[config.mk]
export PLATFORM = sky130hd
export DESIGN_NAME = bank_timing_gate
export DESIGN_NICKNAME = d
export VERILOG_FILES = /design/src/rtl/bank_timing_gate.sv
export SDC_FILE = /design/constraint.sdc
export NUM_CORES = 1
export LEC_CHECK = 0
export ABC_CLOCK_PERIOD_IN_PS = 4500
export CAP_MARGIN = 20
export CORE_UTILIZATION = 30
export DETAILED_ROUTE_END_ITERATION = 10
export PLACE_DENSITY = 0.41
export SLEW_MARGIN = 25
export SYNTH_ARGS = -nofsm -noshare
export SYNTH_HDL_FRONTEND = slang
export SYNTH_SLANG_ARGS = --single-unit
export TNS_END_PERCENT = 1
[constraint.sdc]
create_clock -name clk -period 4.5 [get_ports clk]
set_clock_uncertainty 0.1 [all_clocks]
set_input_delay 0.675 -clock clk [delete_from_list [all_inputs] [get_ports clk]]
set_output_delay 0.675 -clock clk [all_outputs]
set_load 0.005 [all_outputs]
[src/rtl/bank_timing_gate.sv]
// Per-rank DRAM command legality gate: tracks bank open/closed state and the
// tRCD/tRP/tRAS/tWR/tCCD/tRFC windows, and flags whether the offered command may issue.
module bank_timing_gate #(
  parameter int NUM_BANKS = 4,
  parameter int BANK_W    = 2,
  parameter int T_RCD     = 4,
  parameter int T_RP      = 4,
  parameter int T_RAS     = 10,
  parameter int T_WR      = 6,
  parameter int T_CCD     = 2,
  parameter int T_RFC     = 20
) (
  input  logic                 clk,
  input  logic                 rst,
  input  logic                 cmd_valid,
  input  logic [2:0]           cmd_type,
  input  logic [BANK_W-1:0]    cmd_bank,
  output logic                 cmd_ready,
  output logic [NUM_BANKS-1:0] bank_open,
  output logic                 refresh_busy
);

  typedef enum logic [2:0] {
    CMD_NOP = 3'd0,
    CMD_ACT = 3'd1,
    CMD_RD  = 3'd2,
    CMD_WR  = 3'd3,
    CMD_PRE = 3'd4,
    CMD_REF = 3'd5
  } cmd_e;

  // Counters load T-1 so a window set at edge t reads zero in cycle t+T.
  localparam logic [5:0] RCD_LD = 6'(T_RCD - 1);
  localparam logic [5:0] RP_LD  = 6'(T_RP  - 1);
  localparam logic [5:0] RAS_LD = 6'(T_RAS - 1);
  localparam logic [5:0] WR_LD  = 6'(T_WR  - 1);
  localparam logic [5:0] CCD_LD = 6'(T_CCD - 1);
  localparam logic [5:0] RFC_LD = 6'(T_RFC - 1);

  function automatic logic [5:0] dec_sat(input logic [5:0] v);
    return (v == 6'd0) ? 6'd0 : v - 6'd1;
  endfunction

  logic [5:0] rcd_q [NUM_BANKS];
  logic [5:0] rcd_d [NUM_BANKS];
  logic [5:0] rp_q  [NUM_BANKS];
  logic [5:0] rp_d  [NUM_BANKS];
  logic [5:0] ras_q [NUM_BANKS];
  logic [5:0] ras_d [NUM_BANKS];
  logic [5:0] wr_q  [NUM_BANKS];
  logic [5:0] wr_d  [NUM_BANKS];
  logic [5:0] ccd_q, ccd_d;
  logic [5:0] rfc_q, rfc_d;
  logic [NUM_BANKS-1:0] bank_open_q, bank_open_d;
  logic       refresh_busy_q, refresh_busy_d;

  logic       all_rp_zero;
  logic       ready_raw;
  logic       issue;

  always_comb begin
    all_rp_zero = 1'b1;
    for (int b = 0; b < NUM_BANKS; b++) begin
      if (rp_q[b] != 6'd0) all_rp_zero = 1'b0;
    end
  end

  // Legality is purely combinational from the offered command and registered state.
  always_comb begin
    ready_raw = 1'b0;
    case (cmd_type)
      CMD_ACT: ready_raw = !bank_open_q[cmd_bank] && (rp_q[cmd_bank] == 6'd0);
      CMD_RD,
      CMD_WR:  ready_raw = bank_open_q[cmd_bank] && (rcd_q[cmd_bank] == 6'd0) &&
                           (ccd_q == 6'd0);
      CMD_PRE: ready_raw = bank_open_q[cmd_bank] && (ras_q[cmd_bank] == 6'd0) &&
                           (wr_q[cmd_bank] == 6'd0);
      CMD_REF: ready_raw = (bank_open_q == '0) && all_rp_zero;
      default: ready_raw = 1'b0;
    endcase
  end

  assign cmd_ready = ready_raw && !refresh_busy_q;
  assign issue     = cmd_valid && cmd_ready;

  always_comb begin
    bank_open_d = bank_open_q;
    for (int b = 0; b < NUM_BANKS; b++) begin
      rcd_d[b] = dec_sat(rcd_q[b]);
      rp_d[b]  = dec_sat(rp_q[b]);
      ras_d[b] = dec_sat(ras_q[b]);
      wr_d[b]  = dec_sat(wr_q[b]);
      if (issue && (cmd_bank == BANK_W'(b))) begin
        case (cmd_type)
          CMD_ACT: begin
            bank_open_d[b] = 1'b1;
            rcd_d[b]       = RCD_LD;
            ras_d[b]       = RAS_LD;
          end
          CMD_WR:  wr_d[b] = WR_LD;
          CMD_PRE: begin
            bank_open_d[b] = 1'b0;
            rp_d[b]        = RP_LD;
          end
          default: ;
        endcase
      end
    end
  end

  always_comb begin
    ccd_d = dec_sat(ccd_q);
    rfc_d = dec_sat(rfc_q);
    if (issue && ((cmd_type == CMD_RD) || (cmd_type == CMD_WR))) ccd_d = CCD_LD;
    if (issue && (cmd_type == CMD_REF)) rfc_d = RFC_LD;
    refresh_busy_d = (rfc_d != 6'd0);
  end

  always_ff @(posedge clk or posedge rst) begin
    if (rst) begin
      for (int b = 0; b < NUM_BANKS; b++) begin
        rcd_q[b] <= 6'd0;
        rp_q[b]  <= 6'd0;
        ras_q[b] <= 6'd0;
        wr_q[b]  <= 6'd0;
      end
      ccd_q          <= 6'd0;
      rfc_q          <= 6'd0;
      bank_open_q    <= '0;
      refresh_busy_q <= 1'b0;
    end else begin
      for (int b = 0; b < NUM_BANKS; b++) begin
        rcd_q[b] <= rcd_d[b];
        rp_q[b]  <= rp_d[b];
        ras_q[b] <= ras_d[b];
        wr_q[b]  <= wr_d[b];
      end
      ccd_q          <= ccd_d;
      rfc_q          <= rfc_d;
      bank_open_q    <= bank_open_d;
      refresh_busy_q <= refresh_busy_d;
    end
  end

  assign bank_open    = bank_open_q;
  assign refresh_busy = refresh_busy_q;

endmodule
==> impl_metrics.yaml <==
sta:
  hold_viol_final: 0
  worst_pin_slew_ns: 0.981
  max_freq_mhz: 245
  rsz0062_at_grt: "false"
  finalCritPeriodShare_pct: 90.7
  period_needed_ns: 4.08
  slew_headroom_pct: 34.0
  setup_violations: 0
  maxSlewViolCount: 0
  setup_tns_ns: 0
die:
  die_x_um: 144
  rows: 51
  ios: 14
  initial_core_util_pct: 30.8
  core_mm2: 0.0195
  dieArea_mm2: 0.0206
  die_y_um: 144
yosys:
  syn_nets: 667
  yosysTopAreaCell: "dfrtp_1"
  synthFlopType: "dfrtp_1"
  synth.most_common_cell: "dfrtp_1"
  netlist_instances: 623
  synth-edff-count: 0
  synthArstFlopShare_pct: 100
  syn-mean-instance-area_um2: 9.64
  synth_area_leaders: "dfrtp_1, ha_1, nor2_1"
  yosys_warnings: 0
  ys_ff_latch: 113
  syn-cell-area_mm2: 0.00601
  yosysSeqAreaShare_pct: 47.1
  yosys.area.top_type_share_pct: 47.1
  synth_cell_types: 52
  yosys-top-cells-count: "dfrtp_1, nor2_1, nand2_1, inv_1, nor3_1"
cells_and_area:
  layout-area-overhead-vs-synth_pct: 18.8
  finalNetCount: 705
  drive_above_1_share_pct: 8.75
  nFillCells: 1941
  n_antenna_cell: 0
clock_tree:
  cts_tree: "done"
  cts.sink_count: 113
  ctsHoldBuffers: 0
  post_cts_buffers: 0
  clkLatencyLatePin_ns: 0.42
  htreeDepth: 4
  ctsResizeCount: 0
  root_buffer: "clkbuf_16"
  clockBufferDepth: 2
  numCtsBuffers: 17
  clk_pin_slew_worst_paths_ns: 0.05
critical_path:
  crit_chain: "clkdlybuf4s50_1 > buf_4 > inv_1 > a41oi_1 > a2111oi_2 > nor4_2 > o31ai_1 > clkdlybuf4s50_1"
  critPathCaptureType: "output pin"
  worstPathMaxFanout: 17
  worstPathArrival_ns: 3.31
  cp-start-kind: "input port"
  setup.worst_path.class: "input port to output pin"
  required_ns: 3.72
  cp_slowest_stage_delay_ns: 0.52
  crit_path_top_delay_cell: "clkdlybuf4s50_1"
  crit_path_frequent_cell: "clkdlybuf4s50_1"
global_routing:
  antenna_found_initial: 0
  grt_max_degree: 114
  grt_pass1_vias: 4654
  gr-usage-all-layers_pct: 15.1
  grt_pass1_wl_um: 23700
  grt.overflow.total: 0
flow_run:
  max-cap-violations: 0
pwr:
  powerDensity_mw_per_mm2: 660
  vdd_drop_max_v: 0.000244
  p_leak_nw: 3.09
  finalPower_mw: 4.71
run_status:
  outcome: "complete, no violations"
route:
  drc: 0
  detail-route-antenna-nets: 0
  drt_iter0_markers: 227
  drt-pass1-iter-count: 4
  routed_via_density: 4.76
  post_drt_wl_per_cell_um: 14.6
  vias: 4466
  wl_um: 13700
hold_path:
  hold_class: "flip-flop to flip-flop"
place:
  gp_congestion: 0.816
  numPortBuffers: 13
  place_hpwl_um: 9860
sequential cells by signal, indices dropped and copies added (netlist names):
name / cells
bank_open: 4
rcd_q: 24
wr_q: 24
rfc_q: 6
ras_q: 24
refresh_busy: 1
ccd_q: 6
rp_q: 24
where the power goes:
group | switching [mW] | internal (mW)
Clock | 0.475 | 0.896
Combinational | 0.790 | 0.690
Sequential | 0.399 | 1.46
Total | 1.66 | 3.05
kinds of logic after synthesis:
kind of cell               Yosys count  synth area share (%)
AOI/OAI and AO/OA                   93                  11.4
xor gates and xnor gates            46                  6.71
adders and majority gates           36                  7.50
buffers and inverters               50                  3.31
DFF                                113                  47.1
muxes                                9                  1.73
and+or+nand+nor                    276                  22.2
worst max-delay path, delay by kind of cell:
family | cells | cell delay [ns]
buffers and inverters | 4 | 1.40
AO/OA/AOI/OAI | 3 | 0.78
AND/OR/NAND/NOR | 1 | 0.45
worst paths after layout:
check / cells after the start / end / start / slack [ns]
max: 8 / cmd_ready / cmd_bank[1] / 0.42
min: 1 / ccd_q[0] / ccd_q[0] / 0.38
max reg2reg: 7 / ras_q[23] / rcd_q[14] / 1.37
min reg2reg: 1 / ccd_q[0] / ccd_q[0] / 0.38
max in group asynchronous: 3 / wr_q[16] / rst / 3.16
min in group asynchronous: 3 / wr_q[22] / rst / 0.66
metal layers:
layer,vias to the layer above,routed length (um),GRT usage (%)
li1,2248,-,-
met1,2175,7060,20.6
met2,41,6330,23.6
met3,2,289,3.80
met4,0,55,4.54
met5,-,0,0
metrics by stage:
| stage | worst slack [ns] | utilization [%] | cell area (um2) | hold WS (ns) | cells |
|---|---|---|---|---|---|
| 6_report | 0.417 | 36.6 | 7140 | 0.381 | 939 |
| 5_1_grt | 0.198 | 36.6 | 7140 | 0.411 | 939 |
| 4_1_cts | 0.338 | 36.6 | 7140 | 0.389 | 939 |
| 3_5_place_dp | 0.368 | 33.5 | 6540 | 0.380 | 907 |
| 3_3_place_gp | 0.357 | 33.5 | 6540 | 0.373 | 907 |
| 2_1_floorplan | 0.738 | - | 6010 | 0.345 | 623 |
cell usage in the layout, fill, tap and decap left out, drive strengths merged, types with 5 or more instances in the layout:
cell | netlist | final
a21oi | 18 | 18
xnor2 | 25 | 25
nand2 | 55 | 55
and2 | 8 | 8
nand3 | 15 | 15
o21ai | 18 | 18
o31ai | 13 | 13
a2111oi | 6 | 6
nor3 | 39 | 39
dfrtp | 113 | 113
nand2b | 7 | 7
or3 | 6 | 6
nor4 | 22 | 22
or4 | 5 | 5
mux2i | 7 | 7
clkinv | 0 | 5
nand4 | 7 | 7
nor3b | 8 | 8
xor2 | 21 | 21
ha | 36 | 36
buf | 2 | 12
nor2 | 93 | 93
a21o | 14 | 14
inv | 44 | 44
clkbuf | 4 | 22
clkdlybuf4s50 | 0 | 13
final cells by class:
class	count	area (um2)	share of cell area, %
repair buffers	25	233	3.26
clock buffers	22	464	6.50
flip-flops and latches	113	2830	39.6
well taps	265	332	4.65
inverters	44	168	2.35
clock inverters	10	134	1.88
multi-input cells	460	2980	41.8
(Power assumes the default switching activity.)
